==> src/rtl/uart_baud_gen_frac_if.sv <==
// Control/status bundle between the UART register block (master) and the baud
// tick generator (slave).
interface uart_baud_gen_frac_if #(
   parameter int CNT_W  = 16,
   parameter int FRAC_W = 4,
   parameter int OVS    = 16
);
   localparam int OVS_W = $clog2(OVS);

   logic              enable;
   logic              resync;
   logic              cfg_load;
   logic [CNT_W-1:0]  baud_val;
   logic [FRAC_W-1:0] baud_frac;
   logic              baud_clock;
   logic              xmit_pulse;
   logic [OVS_W-1:0]  tick_cnt;
   logic              cfg_pending;

   modport master (
      output enable, resync, cfg_load, baud_val, baud_frac,
      input  baud_clock, xmit_pulse, tick_cnt, cfg_pending
   );

   modport slave (
      input  enable, resync, cfg_load, baud_val, baud_frac,
      output baud_clock, xmit_pulse, tick_cnt, cfg_pending
   );
endinterface

==> src/rtl/uart_baud_gen_frac.sv <==
// OVS-x baud tick generator with shadowed divisor applied on bit boundaries.
// Define UART_BAUD_FRAC_EN to build the fractional accumulator; otherwise baud_frac is ignored.
module uart_baud_gen_frac #(
   parameter int CNT_W      = 16,
   parameter int FRAC_W     = 4,
   parameter int OVS        = 16,
   parameter int RESET_BAUD = 0
) (
   input  logic                clk,
   input  logic                reset,
   uart_baud_gen_frac_if.slave bus
);
   localparam int               OVS_W     = $clog2(OVS);
   localparam logic [OVS_W-1:0] LAST_TICK = OVS_W'(OVS - 1);
   localparam logic [CNT_W-1:0] RESET_VAL = CNT_W'(RESET_BAUD);

   logic [CNT_W-1:0] cnt_q, cnt_d;
   logic [OVS_W-1:0] tick_cnt_q, tick_cnt_d;
   logic             baud_clock_q, baud_clock_d;
   logic             xmit_pulse_q, xmit_pulse_d;
   logic [CNT_W-1:0] active_val_q, active_val_d;
   logic [CNT_W-1:0] shadow_val_q, shadow_val_d;
   logic             cfg_pending_q, cfg_pending_d;

   logic stretch_now;
   logic cnt_zero;
   logic tick_fire;
   logic bit_end;
   logic apply_cfg;

   assign cnt_zero  = (cnt_q == '0);
   assign tick_fire = !bus.resync && bus.enable && cnt_zero && !stretch_now;
   assign bit_end   = tick_fire && (tick_cnt_q == LAST_TICK);
   // A new divisor may only land where it cannot split a bit in flight.
   assign apply_cfg = cfg_pending_q && (bit_end || bus.resync || !bus.enable);

   always_comb begin
      cnt_d        = cnt_q;
      tick_cnt_d   = tick_cnt_q;
      baud_clock_d = 1'b0;
      xmit_pulse_d = 1'b0;
      if (bus.resync) begin
         cnt_d      = active_val_q;
         tick_cnt_d = '0;
      end else if (bus.enable) begin
         if (tick_fire) begin
            baud_clock_d = 1'b1;
            xmit_pulse_d = bit_end;
            cnt_d        = active_val_q;
            tick_cnt_d   = tick_cnt_q + OVS_W'(1);
         end else if (!cnt_zero) begin
            cnt_d = cnt_q - CNT_W'(1);
         end
      end
   end

   // The running count is never reloaded here; active_val is picked up at the next reload.
   always_comb begin
      active_val_d  = apply_cfg ? shadow_val_q : active_val_q;
      shadow_val_d  = bus.cfg_load ? bus.baud_val : shadow_val_q;
      cfg_pending_d = bus.cfg_load || (cfg_pending_q && !apply_cfg);
   end

   always_ff @(posedge clk) begin
      if (reset) begin
         cnt_q         <= '0;
         tick_cnt_q    <= '0;
         baud_clock_q  <= 1'b0;
         xmit_pulse_q  <= 1'b0;
         active_val_q  <= RESET_VAL;
         shadow_val_q  <= RESET_VAL;
         cfg_pending_q <= 1'b0;
      end else begin
         cnt_q         <= cnt_d;
         tick_cnt_q    <= tick_cnt_d;
         baud_clock_q  <= baud_clock_d;
         xmit_pulse_q  <= xmit_pulse_d;
         active_val_q  <= active_val_d;
         shadow_val_q  <= shadow_val_d;
         cfg_pending_q <= cfg_pending_d;
      end
   end

`ifdef UART_BAUD_FRAC_EN
   logic [FRAC_W-1:0] acc_q, acc_d;
   logic [FRAC_W-1:0] active_frac_q, active_frac_d;
   logic [FRAC_W-1:0] shadow_frac_q, shadow_frac_d;
   logic              stretch_q, stretch_d;
   logic [FRAC_W:0]   acc_sum;

   assign stretch_now = stretch_q;
   assign acc_sum     = {1'b0, acc_q} + {1'b0, active_frac_q};

   // A carry out of the phase accumulator inserts one extra idle cycle before the next tick.
   always_comb begin
      acc_d     = acc_q;
      stretch_d = stretch_q;
      if (bus.resync) begin
         acc_d     = '0;
         stretch_d = 1'b0;
      end else if (bus.enable && cnt_zero) begin
         if (stretch_q) begin
            stretch_d = 1'b0;
         end else begin
            acc_d     = acc_sum[FRAC_W-1:0];
            stretch_d = acc_sum[FRAC_W];
         end
      end
   end

   always_comb begin
      active_frac_d = apply_cfg ? shadow_frac_q : active_frac_q;
      shadow_frac_d = bus.cfg_load ? bus.baud_frac : shadow_frac_q;
   end

   always_ff @(posedge clk) begin
      if (reset) begin
         acc_q         <= '0;
         stretch_q     <= 1'b0;
         active_frac_q <= '0;
         shadow_frac_q <= '0;
      end else begin
         acc_q         <= acc_d;
         stretch_q     <= stretch_d;
         active_frac_q <= active_frac_d;
         shadow_frac_q <= shadow_frac_d;
      end
   end
`else
   logic unused_baud_frac;

   assign stretch_now      = 1'b0;
   assign unused_baud_frac = ^bus.baud_frac;
`endif

   assign bus.baud_clock  = baud_clock_q;
   assign bus.xmit_pulse  = xmit_pulse_q;
   assign bus.tick_cnt    = tick_cnt_q;
   assign bus.cfg_pending = cfg_pending_q;
endmodule

==> src/flat_wrapper.sv <==
// flat-port wrapper written by rule: the top's interface ports become plain ports
module uart_baud_gen_frac_flat 
#(
   parameter int CNT_W      = 16,
   parameter int FRAC_W     = 4,
   parameter int OVS        = 16,
   parameter int RESET_BAUD = 0
)
  (clk, reset, bus_enable, bus_resync, bus_cfg_load, bus_baud_val, bus_baud_frac, bus_baud_clock, bus_xmit_pulse, bus_tick_cnt, bus_cfg_pending);
  uart_baud_gen_frac_if #(.CNT_W(CNT_W), .FRAC_W(FRAC_W), .OVS(OVS)) bus_i ();
  input  logic clk;
  input  logic reset;
  input wire logic [$bits(bus_i.enable)-1:0] bus_enable;
  input wire logic [$bits(bus_i.resync)-1:0] bus_resync;
  input wire logic [$bits(bus_i.cfg_load)-1:0] bus_cfg_load;
  input wire logic [$bits(bus_i.baud_val)-1:0] bus_baud_val;
  input wire logic [$bits(bus_i.baud_frac)-1:0] bus_baud_frac;
  output wire logic [$bits(bus_i.baud_clock)-1:0] bus_baud_clock;
  output wire logic [$bits(bus_i.xmit_pulse)-1:0] bus_xmit_pulse;
  output wire logic [$bits(bus_i.tick_cnt)-1:0] bus_tick_cnt;
  output wire logic [$bits(bus_i.cfg_pending)-1:0] bus_cfg_pending;
  assign bus_i.enable = bus_enable;
  assign bus_i.resync = bus_resync;
  assign bus_i.cfg_load = bus_cfg_load;
  assign bus_i.baud_val = bus_baud_val;
  assign bus_i.baud_frac = bus_baud_frac;
  assign bus_baud_clock = bus_i.baud_clock;
  assign bus_xmit_pulse = bus_i.xmit_pulse;
  assign bus_tick_cnt = bus_i.tick_cnt;
  assign bus_cfg_pending = bus_i.cfg_pending;
  uart_baud_gen_frac #(.CNT_W(CNT_W), .FRAC_W(FRAC_W), .OVS(OVS), .RESET_BAUD(RESET_BAUD)) u_core (.clk(clk), .reset(reset), .bus(bus_i));
endmodule
==> config.mk <==
export PLATFORM = sky130hd
export DESIGN_NAME = uart_baud_gen_frac_flat
export DESIGN_NICKNAME = d
export VERILOG_FILES = /design/src/rtl/uart_baud_gen_frac_if.sv /design/src/rtl/uart_baud_gen_frac.sv /design/src/flat_wrapper.sv
export SDC_FILE = /design/constraint.sdc
export NUM_CORES = 1
export LEC_CHECK = 0
export ABC_AREA = 1
export BUFFER_PORTS_ARGS = -buffer_cell sky130_fd_sc_hd__buf_2
export CORE_UTILIZATION = 45
export DETAILED_ROUTE_END_ITERATION = 12
export SYNTH_ARGS = -nofsm -noshare
export SYNTH_HDL_FRONTEND = slang
export SYNTH_SLANG_ARGS = --single-unit
==> constraint.sdc <==
create_clock -name clk -period 3.6 [get_ports clk]
set_input_delay 0.36 -clock clk [delete_from_list [all_inputs] [get_ports clk]]
set_output_delay 0.36 -clock clk [all_outputs]
set_load 0.01 [all_outputs]
==> results of run 1 <==
[sequential cells by signal, indices dropped and copies added, names as in the netlist]
register and count:
u_core.bus.cfg_pending 1, u_core.bus.tick_cnt 4, u_core.bus.xmit_pulse 1, u_core.bus.baud_clock 1
u_core.active_val_q 16, u_core.shadow_val_q 16, u_core.cnt_q 16
[cell families after synthesis]
family	synth area share, %
AND/OR/NAND/NOR	31.94
AO/OA/AOI/OAI	14.08
buffers and inverters	11.71
flip-flops	40.09
XOR/XNOR	1.276
adder cells (fa/ha/maj)	0.9110
[worst paths after layout]
path	slack, ps	from	end	cells after the start
min reg2reg	460	u_core.shadow_val_q[6]	u_core.shadow_val_q[6]	2
max	1300	u_core.cnt_q[0]	u_core.cnt_q[14]	9
max reg2reg	1300	u_core.cnt_q[0]	u_core.cnt_q[14]	9
min	260	bus_baud_val[12]	u_core.shadow_val_q[12]	3
[placed cells by master (no fill, tap or decap)]
cell                       Yosys  routed
sky130_fd_sc_hd__nand2_1      82      82
sky130_fd_sc_hd__nor2_1       71      71
sky130_fd_sc_hd__dfxtp_1      55      55
sky130_fd_sc_hd__inv_1        50      50
sky130_fd_sc_hd__a21oi_1      45      45
sky130_fd_sc_hd__nand3_1      36      36
sky130_fd_sc_hd__buf_2         2      27
sky130_fd_sc_hd__o21ai_0      26      26
sky130_fd_sc_hd__nor2_2        7       7
sky130_fd_sc_hd__clkbuf_8      0       5
sky130_fd_sc_hd__nor3_1        4       4
sky130_fd_sc_hd__nand3b_1      3       3
sky130_fd_sc_hd__buf_4         1       3
sky130_fd_sc_hd__nand4_1       2       2
sky130_fd_sc_hd__xnor2_1       2       2
sky130_fd_sc_hd__xor2_1        2       2
sky130_fd_sc_hd__ha_1          2       2
sky130_fd_sc_hd__inv_6         0       2
sky130_fd_sc_hd__nand2_2       1       1
sky130_fd_sc_hd__inv_2         1       1
sky130_fd_sc_hd__nand3_2       1       1
sky130_fd_sc_hd__clkinv_1      1       1
sky130_fd_sc_hd__o21ai_4       1       1
sky130_fd_sc_hd__o21a_1        1       1
sky130_fd_sc_hd__nor3b_1       1       1
sky130_fd_sc_hd__o21bai_1      1       1
sky130_fd_sc_hd__clkinv_2      0       1
[worst min-delay path: stages]
cell	delay, ps
sky130_fd_sc_hd__buf_2	70
sky130_fd_sc_hd__nor2_1	30
sky130_fd_sc_hd__nor2_1	80
[through the flow]
step	total power, W	area, um2
floorplan	0.0009007	2746
finish	0.001302	2963
detailed placement	0.0009548	2872
global route	0.001389	2963
global placement	0.0009498	2872
CTS	0.001318	2963
[power breakdown]
part | leakage, nW | internal, W | switching, W
Combinational | 0.868 | 0.0000962 | 0.000164
Sequential | 0.453 | 0.000650 | 0.0000297
Clock | 0.0489 | 0.000142 | 0.000220
Total | 1.37 | 0.000888 | 0.000414
[cell type report]
cell class	instances	area, um2
fillers	641	2958
multi-input cells	288	1324
flip-flops and latches	55	1101
inverters	52	195.2
repair buffers	30	157.7
well taps	75	93.84
clock buffers	5	68.82
clock inverters	3	22.52
[metal layers]
layer | vias to the layer above | wire length, um | global-route usage, %
li1 | 1340 | - | -
met1 | 1080 | 2981 | 25.61
met2 | 39 | 2395 | 30.43
met3 | 6 | 168 | 3.864
met4 | 0 | 62 | 5.357
met5 | - | 0 | 0
[cells in the mapped netlist]
master,n
sky130_fd_sc_hd__clkbuf_1,11
sky130_fd_sc_hd__dfxtp_1,55
sky130_fd_sc_hd__buf_2,2
sky130_fd_sc_hd__xor2_1,2
sky130_fd_sc_hd__o21a_1,1
sky130_fd_sc_hd__nand2_1,82
sky130_fd_sc_hd__nand3b_1,3
sky130_fd_sc_hd__ha_1,2
sky130_fd_sc_hd__a21oi_1,45
sky130_fd_sc_hd__buf_6,6
sky130_fd_sc_hd__o21bai_1,1
sky130_fd_sc_hd__inv_2,1
sky130_fd_sc_hd__nor3b_1,1
sky130_fd_sc_hd__clkinv_1,1
sky130_fd_sc_hd__nor2_1,71
sky130_fd_sc_hd__nor2_2,7
sky130_fd_sc_hd__buf_4,1
sky130_fd_sc_hd__nand3_2,1
sky130_fd_sc_hd__inv_1,50
sky130_fd_sc_hd__o21ai_4,1
sky130_fd_sc_hd__nand3_1,36
sky130_fd_sc_hd__xnor2_1,2
sky130_fd_sc_hd__nand4_1,2
sky130_fd_sc_hd__o21ai_0,26
sky130_fd_sc_hd__nor3_1,4
sky130_fd_sc_hd__nand2_2,1
==> summary by stage, run 1 <==
Clock tree
The number of buffers added by the clock tree synthesis step is 5. The source-to-sink clock delay at the later pin of the worst-skew pair is 310 ps. Post-CTS timing repair inserted 0 buffers for setup. The H-tree was split into 2 levels.

The cell at the root of the clock tree is sky130_fd_sc_hd__clkbuf_8. The count of cells resized by post-cts repair is 0. The clock input transition at the sequential cells of the worst setup and hold paths is 110 ps. The clock passes through at most 2 buffers. Hold repair after CTS inserted 0 buffers. Clock tree synthesis found a total of 55 sinks. TritonCTS built the clock tree.

STA
Setup repair after global routing left no endpoint under its margin. The time the final worst path needs with I/O delays and setup is 2303 ps. The final worst-path setup slack is 1297 ps. Between clock sinks in the finished design, the worst skew comes to 7.255 ps. Of the available clock period, the critical path in the final layout requires 63.98%. The minimum hold slack is 257.5 ps. The top achievable clock speed is 0.4341 GHz. The setup TNS after final layout is 0 ps. The transition time of the tightest slew-check pin is 827.5 ps.

The count of final max-slew check failures is 0. The total of endpoints with negative setup slack in the final report is 0. The final count of hold timing violations was 0. The relative max-transition margin is 44.62%.

Floorplan
From left edge to right edge, the die measures 80.12 um. In this run the standard cell core region covers 5921 um2. In this run the count of I/O pins placed on the die edge is 32. The die covers 6419 um2. The height of the die is 80.12 um.

The total number of placement rows is 28. For this configuration, the core starts out at a cell density of 46.39%.

Finish
The number of nets in the layout is 459. The final cell utilization of the core is 50.04%. The area overhead of the layout relative to synthesis is 7.881%. The diode insertion count for antenna repair is 0.

The finished layout holds 508 standard cells, fillers aside. The share of layout cells above drive strength 1 is 11.32%.

Route
The count of vias placed by the detailed router is 2,465. In the final routed layout, each cell accounts on average for 11.04 um. Wires add up to 5607 um. The starting DRC count in detailed routing is 150.

The number of DRC violations after detailed routing is 0. The number of vias per cell is 4.852. Once detail routing completed, the nets flagged for antenna violations numbered 0.

Before antenna repair, the detailed router went through 4 iterations.

GRT
The initial antenna violation count is 0. The global-route congestion overflow total is 0. Entering global routing, the biggest net connects 34 pins. The aggregate global-route resource usage is 18.94%.

The first global-routing pass estimated 9501 um of wire. The number of global-route vias before repair is 2,074.

Synthesis
The mean cell area of the mapped netlist is 6.618 um2. The share of the Yosys chip area taken by registers is 40.09%. The most area-hungry cell type in the Yosys netlist is sky130_fd_sc_hd__dfxtp_1. The number of warning messages in the yosys log is 0.

The cell count after synthesis is 415. Of the post-synthesis cell area, the dominant cell type holds 40.09%. Summing every instance area after synthesis gives 2746 um2. Yosys attributes the largest share of cell area to sky130_fd_sc_hd__dfxtp_1 40%, sky130_fd_sc_hd__nand2_1 11%, sky130_fd_sc_hd__nor2_1 9.7%, sky130_fd_sc_hd__a21oi_1 8.2%, sky130_fd_sc_hd__inv_1 6.8%. The net count after synthesis is 442. Counting flops and latches in the post-synthesis netlist gives 55. The number of different library cells in the post-synthesis netlist is 26.

Worst setup path
For the worst setup path, the data required time is 3800 ps. The largest stage delay on the critical path is 640 ps. The cell type with the highest occurrence count on the critical path is sky130_fd_sc_hd__nand2_1.

Grouping stages by cell kind, the critical path spends the most delay in simple AND/OR/NAND/NOR gates. STA classifies the critical path startpoint as a register. Among all stages on the critical path, the largest delay is contributed by sky130_fd_sc_hd__nand2_1. STA puts the critical path data arrival time at 2500 ps. The count of buffer and inverter cells on the critical path is 1. The setup path with the least slack is of type register to register. The signal on the critical path passes through inv_1 -> ha_1 -> nand2_1 -> nor2_2 -> nand3_2 -> nand2_1 -> nand2_1 -> nand3_1 -> a21oi_1.

Of all nets on the critical path, the largest fanout is 24. STA classifies the critical path endpoint as a register.

Placement
The half-perimeter wire length of the detailed placement result is 3843 um. Prior to clock tree synthesis, the placed netlist has a worst setup slack of 1297 ps. The global placer's final weighted congestion is 0.7940. The count of buffers inserted at the top-level ports is 27. The number of cells in the design after placement is 500.

Power and ir drop
The power density normalized to cell area is 439.4 nW/um2. The analysis attributes to cell leakage a power of 1.370 nW. The largest vdd supply drop is 0.0002421 V.

Outcome
The flow ran to the end, and the final reports show no timing, DRC or antenna violations.

Flow run
The count of maximum capacitance violations is 0.

Worst hold path
The worst hold path belongs to the class input pin to register.
No activity file was read; power rests on OpenSTA's default activity.
==> inputs of run 2 (changes only) <==
--- a/config.mk
+++ b/config.mk
@@ -5,10 +5,11 @@
 export SDC_FILE = /design/constraint.sdc
 export NUM_CORES = 1
 export LEC_CHECK = 0
-export ABC_AREA = 1
+export ABC_AREA = 0
 export BUFFER_PORTS_ARGS = -buffer_cell sky130_fd_sc_hd__buf_2
 export CORE_UTILIZATION = 45
 export DETAILED_ROUTE_END_ITERATION = 12
+export PLACE_DENSITY = 0.67
 export SYNTH_ARGS = -nofsm -noshare
 export SYNTH_HDL_FRONTEND = slang
 export SYNTH_SLANG_ARGS = --single-unit
==> constraint.sdc (replaced) <==
create_clock -name clk -period 2.1 [get_ports clk]
set_input_delay 0.21 -clock clk [delete_from_list [all_inputs] [get_ports clk]]
set_output_delay 0.21 -clock clk [all_outputs]
set_load 0.01 [all_outputs]
==> run 2 against run 1 <==
Against the previous run:
- cell count fell by 26%
- routed wire length fell by 7.3%
- register-to-register slack got worse by 1200 ps
- clock power rose by 57%
- via count fell by 17%
- hold slack got worse by 120 ps
- sequential share of layout area rose by 1.7 points
- synthesized cell count fell by 33%
- cell area fell by 4.1%
- critical path depth fell by 3
- critical path type unchanged
- critical endpoint is now u_core.active_val_q[4]
- largest power group unchanged
==> summary by stage, run 2 <==
Placement
The half-perimeter wire length of the detailed placement result is 3647 um. The global placer's final weighted congestion is 0.8773. The number of cells in the design after placement is 368. Buffers placed on the I/O ports in this run total 27.

STA
The time the final worst path needs with I/O delays and setup is 1954 ps. The share of the cycle needed by the critical path after routing is 93.07%. The transition time of the tightest slew-check pin is 604.2 ps.

The minimum hold slack is 133.1 ps. Adding up every negative setup slack in the final design gives 0 ps. Derived from the worst setup path, the maximum achievable clock frequency is 0.5117 GHz.

The total of endpoints with negative setup slack in the final report is 0. The count of final max-slew check failures was 0. The final count of hold timing violations is 0. Measured against its own limit, the worst slew margin works out to 59.72%. The worst setup skew after layout is 3.076 ps. Setup repair after global routing left no endpoint under its margin.

Clock tree
The buffers inserted during post-CTS setup optimization is 0. After clock tree synthesis, the clock-pin slew on the worst setup and hold paths is 90 ps. Hold repair after CTS inserted 0 buffers. The cell sitting at the root of the clock tree is a sky130_fd_sc_hd__clkbuf_8. The maximum number of buffers from clock root to sink is 2. TritonCTS built the clock tree.

The number of clock buffers added by TritonCTS is 5. After clock tree synthesis, the repair step resized 0 gates. The clock sink count is 55. The source-to-sink clock delay at the later pin of the worst-skew pair is 310 ps. The H-tree was split into 2 levels.

Floorplan
The total number of placement rows is 26. The height of the die is 77.08 um. The area of the die is 5941 um2. The top-level port count is 32. In this run the horizontal extent of the chip is 77.08 um. The initial utilization of the core area, before any placement, comes to 48.12%. In this run the standard cell core region covers 5270 um2.

Power and ir drop
Total power for the finished layout comes to 0.002197 W. The leakage component of the power is 1.171 nW. The power density normalized to cell area is 773.0 nW/um2.

The largest vdd supply drop is 0.0004739 V.

Route
The detail route stage leaves a number of antenna-violating nets equal to 0. After detailed routing, the average wire length per cell comes to 13.83 um. In the routed design, unresolved DRC markers number 0. The count of vias placed by the detailed router is 2,040.

Using the TritonRoute via totals, the vias-per-cell ratio works out to 5.426. For this block, the routed nets add up to 5200 um of wire. The starting DRC count in detailed routing is 124. The number of search-and-repair iterations in the first detailed-routing pass is 4.

Outcome
The run finished with clean final reports.

Worst setup path
The critical path goes through or3_1 -> nor2_8 -> a41o_1 -> buf_12 -> mux2i_1 -> nor2_1. For this design, the slowest cell found on the critical path is sky130_fd_sc_hd__or3_1. The largest fanout on the critical path is 14. For the worst setup path, the data required time is 2280 ps. The critical path startpoint category is a register. At the worst endpoint, the arrival time is 2130 ps. The worst setup path is of the register to register kind. The worst setup path is captured at a register.

The largest stage delay on the critical path is 530 ps. In this run the register-to-register setup slack is 150 ps.

Finish
The final cell utilization of the core is 53.94%. After filler insertion, the fill cell instance count of the layout stands at 517. The most common cell after layout, fill and taps aside is sky130_fd_sc_hd__dfxtp_1. The diode insertion count for antenna repair is 0. The multi-input gate area in the final layout is 1313 um2. Compared with the post-synthesis result, the final layout area differs by 12.09%. The largest registers in the layout are u_core.active_val_q x16, u_core.cnt_q x16, u_core.shadow_val_q x16.

The storage element area is 1105 um2. Cells with a size suffix above 1 make up 19.28% of the layout. Leaving out fill and tap cells, the most frequent cells in the layout are 54 x sky130_fd_sc_hd__dfxtp_1, 49 x sky130_fd_sc_hd__nor2_1, 34 x sky130_fd_sc_hd__mux2i_1, 27 x sky130_fd_sc_hd__buf_2, 15 x sky130_fd_sc_hd__nand3_1.

The number of nets in the layout is 332. Excluding fillers, the count of instances in the completed layout stands at 376.

Synthesis
The cell count after synthesis is 278. After synthesis, the cell types taking the most area are sky130_fd_sc_hd__dfxtp_1 43%, sky130_fd_sc_hd__mux2i_1 13%, sky130_fd_sc_hd__nor2_1 7.3%, sky130_fd_sc_hd__nand3_1 3.0%, sky130_fd_sc_hd__nand2_1 1.9%. For this run, asynchronously set or reset flops after synthesis account for 0%. The number of different library cells in the post-synthesis netlist is 52. For this run, the leading register cell type out of synthesis is sky130_fd_sc_hd__dfxtp_1.

The mean cell area of the mapped netlist is 9.123 um2. The most common cell in the synthesized netlist is sky130_fd_sc_hd__dfxtp_1. The number of warning messages in the yosys log is 0. After synthesis, flip-flops and latches occupy 43.41% of the total area. The net count after synthesis is 305. Yosys mapped a number of flops with a built-in enable equal to 0. The most area-hungry cell type in the Yosys netlist is sky130_fd_sc_hd__dfxtp_1. The mapped netlist covers 2536 um2. The top cell type by area accounts for 43.41% of the synthesized area. Counting instances in the post-synthesis netlist gives the leading cell types as 55 x sky130_fd_sc_hd__dfxtp_1, 49 x sky130_fd_sc_hd__nor2_1, 34 x sky130_fd_sc_hd__mux2i_1.

In this run, synthesis produced a sequential element count of 55.

GRT
The initial antenna violation count is 0. The number of global-route vias before repair came to 2,001. Entering global routing, the biggest net connects 35 pins. The global-route congestion overflow total is 0. Global routing used 19.19% of the available tracks. The global-route wire length before repair is 9052 um.

Worst hold path
The path class of the tightest hold or removal check is input pin to register.

Flow run
The count of maximum capacitance violations is 0.
==> run 2: cell types whose count changed in the layout (fill, tap and decap cells not counted), sizes merged, moves of 5 or more <==
cell,delta
nand3,-22
nor2,-28
mux2i,+34
inv,-50
a211oi,+6
nand2,-70
or3,+5
a31oi,+6
a21oi,-39
buf,+9
or2,+5
o21ai,-22
==> run 2: report_power, final <==
part	switching, W	total [W]	internal [W]
sequential	0.0000464	0.00114	0.00110
combinational	0.000273	0.000484	0.000211
clock	0.000336	0.000569	0.000234
total	0.000655	0.00220	0.00154
==> run 2: critical path: cells and delay by family (launching register included) <==
family / cells / cell delay (ps)
AO/OA/AOI/OAI: 1 / 270
buffers and inverters: 1 / 180
flip-flops: 1 / 350
multiplexers: 1 / 190
AND/OR/NAND/NOR: 3 / 830
==> run 2: layout make-up <==
class | instances | area share (%)
Tap cell | 70 | 3.081
Timing Repair Buffer | 39 | 8.363
Clock buffer | 6 | 2.553
Clock inverter | 2 | 0.4401
Inverter | 4 | 0.5282
Multi-Input combinational cell | 200 | 46.17
Sequential cell | 55 | 38.86
==> run 2: routing by layer <==
metal	up-vias	GRT usage (%)	wire length (um)
li1	1044	-	-
met1	953	25.70	2592
met2	37	29.91	2327
met3	6	3.929	198
met4	0	8.113	82
met5	-	0	0
==> run 2: kinds of logic after synthesis <==
logic type / share of synthesized area [%]
AND/OR/NAND/NOR: 24.22
flip-flops: 43.41
AO/OA/AOI/OAI: 11.25
multiplexers: 13.42
buffers and inverters: 4.983
XOR/XNOR: 1.727
adder cells (fa/ha/maj): 0.9865
==> run 2: metrics by stage <==
| step | setup slack, ps | area, um2 |
|---|---|---|
| 3_3_place_gp | 128.3 | 2750 |
| 5_1_grt | 8.566 | 2843 |
| 3_5_place_dp | 48.62 | 2750 |
| 4_1_cts | 56.68 | 2835 |
| 2_1_floorplan | 207.0 | 2536 |
| 6_report | 145.6 | 2843 |
==> run 2: final timing paths <==
path | start | endpoint | cells after the start
worst max-delay path | u_core.cnt_q[10] | u_core.active_val_q[4] | 6
worst min-delay path | bus_baud_val[3] | u_core.shadow_val_q[3] | 3
worst max register to register | u_core.cnt_q[10] | u_core.active_val_q[4] | 6
worst min register to register | u_core.active_val_q[3] | u_core.cnt_q[3] | 2
==> inputs of run 3 (changes only) <==
--- a/config.mk
+++ b/config.mk
@@ -9,7 +9,9 @@
 export BUFFER_PORTS_ARGS = -buffer_cell sky130_fd_sc_hd__buf_2
 export CORE_UTILIZATION = 45
 export DETAILED_ROUTE_END_ITERATION = 12
+export GPL_ROUTABILITY_DRIVEN = 0
 export PLACE_DENSITY = 0.67
+export SLEW_MARGIN = 20
 export SYNTH_ARGS = -nofsm -noshare
 export SYNTH_HDL_FRONTEND = slang
 export SYNTH_SLANG_ARGS = --single-unit
==> constraint.sdc (replaced) <==
create_clock -name clk -period 1.7 [get_ports clk]
set_input_delay 0.17 -clock clk [delete_from_list [all_inputs] [get_ports clk]]
set_output_delay 0.17 -clock clk [all_outputs]
set_load 0.01 [all_outputs]
==> run 3 against run 2 <==
Against the previous run:
- the flow now finishes with violations (setup timing)
- critical path depth up 1
- combinational power up 89%
- clock skew up 5.9 ps
- sequential share of layout area down 5.1 points
- critical path type unchanged
- highest routed layer unchanged
==> summary by stage, run 3 (synthesized netlist as in run 2, its figures left out) <==
Worst setup path
Data on the critical path arrives at its endpoint at 2040 ps. Traced cell by cell, the critical path runs through nor4_4 -> buf_4 -> nand4_1 -> o31ai_4 -> buf_6 -> a21oi_2 -> nor4_1. STA classifies the critical path endpoint as a register. The type of the worst setup path is register to register. The slowest stage cell on the critical path is sky130_fd_sc_hd__dfxtp_2. The worst endpoint required time is 1900 ps. The critical path startpoint category is a register. The largest stage delay on the critical path is 350 ps.

In this run the worst path has a maximum fanout of 5.

Power and ir drop
The leakage component of the power is 1.379 nW. Per report_power, the clock group accounts for 23.9% of the total. The largest vdd supply drop is 0.0005066 V.

The power dissipated by switching net loads is 0.0009381 W. The proportion of total power due to net switching is 30.73%. The sum of internal, switching and leakage power is 0.003053 W. The power density normalized to cell area is 930.6 nW/um2. The internal portion of the total power is 0.002115 W. Combinational logic burns 30.0% of the power. The share of total power dissipated in sequential elements is 46.1%.

Finish
The area overhead of the layout relative to synthesis is 29.35%. After the last flow step, the layout net total stands at 368. The share of layout cells above drive strength 1 is 34.80%. Leaving out fill and tap cells, the most frequent cells in the layout are 49 x sky130_fd_sc_hd__dfxtp_1, 48 x sky130_fd_sc_hd__nor2_1, 41 x sky130_fd_sc_hd__buf_4, 34 x sky130_fd_sc_hd__mux2i_1, 27 x sky130_fd_sc_hd__buf_2. The largest registers in the layout are u_core.active_val_q x16, u_core.cnt_q x16, u_core.shadow_val_q x16. The repair_antennas step left the layout with diodes totalling 0. With fillers left out, the area of the finished cells amounts to 3281 um2.

The most common cell after layout, fill and taps aside is sky130_fd_sc_hd__dfxtp_1. The filler cell count in the final layout is 464.

Floorplan
The total number of placement rows is 26. The effective utilization at floorplan is 48.12%. The area of the placeable core is 5270 um2. 32 I/O pins were placed. The floorplan step defined a die boundary enclosing 5941 um2.

The width of the die is 77.08 um. The height of the die is 77.08 um.

Route
The number of search-and-repair iterations in the first detailed-routing pass is 4. The routed design has 6251 um of wire. The detailed router finished its first iteration with 113 violations. After detailed routing, the average wire length per cell comes to 15.17 um. Detailed routing inserted a total of 2,231 vias. The number of vias per cell is 5.415.

The remaining number of nets flagged by the antenna check after routing is 0. For this run, design rule violations remaining after detail routing come to 0.

Clock tree
The clock input transition at the sequential cells of the worst setup and hold paths is 100 ps. The deepest level of the CTS H-tree is 2. The maximum number of buffers from clock root to sink is 2. The clock tree from TritonCTS is built. The number of buffers added by the clock tree synthesis step is 5. For the worst-skew pair, the clock arrives at the later sink with an insertion delay of 310 ps. The clock sink count is 55. CTS placed an instance of sky130_fd_sc_hd__clkbuf_8 at the clock tree root.

GRT
The number of global-route vias before repair came to 2,093. Global routing consumed, over all layers together, 20.86% of the routing resources. The global-route congestion overflow total is 0. The initial antenna violation count is 0. The global-route wire length before repair is 9825 um.

Entering global routing, the biggest net connects 25 pins.

STA
The routed design could run at a clock period as short as 1838 ps. On the final layout, the worst clock skew is 9.002 ps. The transition time of the tightest slew-check pin is 497.6 ps. Headroom to the max-slew limit came out at 66.82%.

Across all hold checks on the routed design, the worst slack comes to 88.10 ps. The worst path uses 108.1% of the clock period. The final worst-path setup slack is -138.5 ps. Setup repair after global routing could not meet its margin everywhere. The count of final max-slew check failures came to 0. The setup TNS after final layout is -939.9 ps. The top achievable clock speed is 0.5439 GHz. The final count of hold timing violations is 0. The total of endpoints with negative setup slack in the final report is 27.

Placement
The half-perimeter wire length of the detailed placement result is 4249 um. Once placement finished, the instance area stood at 2989 um2. At the placement stage, the worst setup path has a slack of -167.8 ps. The count of buffers added on input and output ports is 27.

Outcome
The run finished, with violations left. The final reports fail on setup timing.

Worst hold path
The class of the tightest hold or removal check is input pin to register.

Flow run
The count of maximum capacitance violations is 0.
[run 3: cell count changes in the layout (fill, tap and decap cells not counted), sizes merged]
cell / change
inv: +1
clkinv: -1
a31oi: +1
clkbuf: +1
buf: +34
[run 3: timing repair]
item                                    CTS  global route
resized for setup                        16            10
pin swaps                                 9            14
buffers inserted                          5             2
endpoints found under the setup margin   30            31
hold buffers                              0             0
cloned                                    1             2
[run 3: power groups by stage]
stage          sequential (W)  combinational, W  clock (W)
2_1_floorplan         0.00144          0.000482          0
3_3_place_gp          0.00143          0.000744          0
3_5_place_dp          0.00143          0.000754          0
4_1_cts               0.00141          0.000824   0.000752
5_1_grt               0.00141          0.000987   0.000800
6_report              0.00141          0.000916   0.000729
[run 3: cell type report]
type / instances / area [um2] / area share [%]
multi-input combinational: 201 / 1448 / 44.13
inverter: 4 / 15.01 / 0.4577
tap: 70 / 87.58 / 2.670
clock buffer: 6 / 72.57 / 2.212
timing repair buffer: 74 / 533.0 / 16.25
clock inverter: 2 / 16.27 / 0.4958
sequential: 55 / 1109 / 33.79
[run 3: final timing paths]
| path | start | cells after the start | slack, ps | to |
|---|---|---|---|---|
| worst max register to register | u_core.cnt_q[6] | 7 | -140 | u_core.cnt_q[9] |
| worst min-delay path | bus_baud_val[5] | 3 | 90 | u_core.shadow_val_q[5] |
| worst min register to register | u_core.active_val_q[8] | 2 | 480 | u_core.cnt_q[8] |
| worst max-delay path | u_core.cnt_q[6] | 7 | -140 | u_core.cnt_q[9] |
[run 3: worst max-delay path, delay by kind of cell, from the launching register on]
kind,cells,cell delay (ps)
flip-flops,1,350
AND/OR/NAND/NOR,3,690
buffers and inverters,2,330
AO/OA/AOI/OAI,2,350
[run 3: per-layer routing]
layer	global-route usage (%)	part of all wire [%]	up-vias
met5	0	0	-
met4	6.792	1.5	0
met3	3.810	3.5	11
met2	33.84	48	44
met1	27.90	47	1053
li1	-	-	1123
[run 3: stage by stage]
stage / std cells / util (%)
floorplan: 278 / -
global placement: 395 / 56.72
detailed placement: 395 / 56.72
CTS: 408 / 60.40
global route: 412 / 62.25
finish: 412 / 62.25
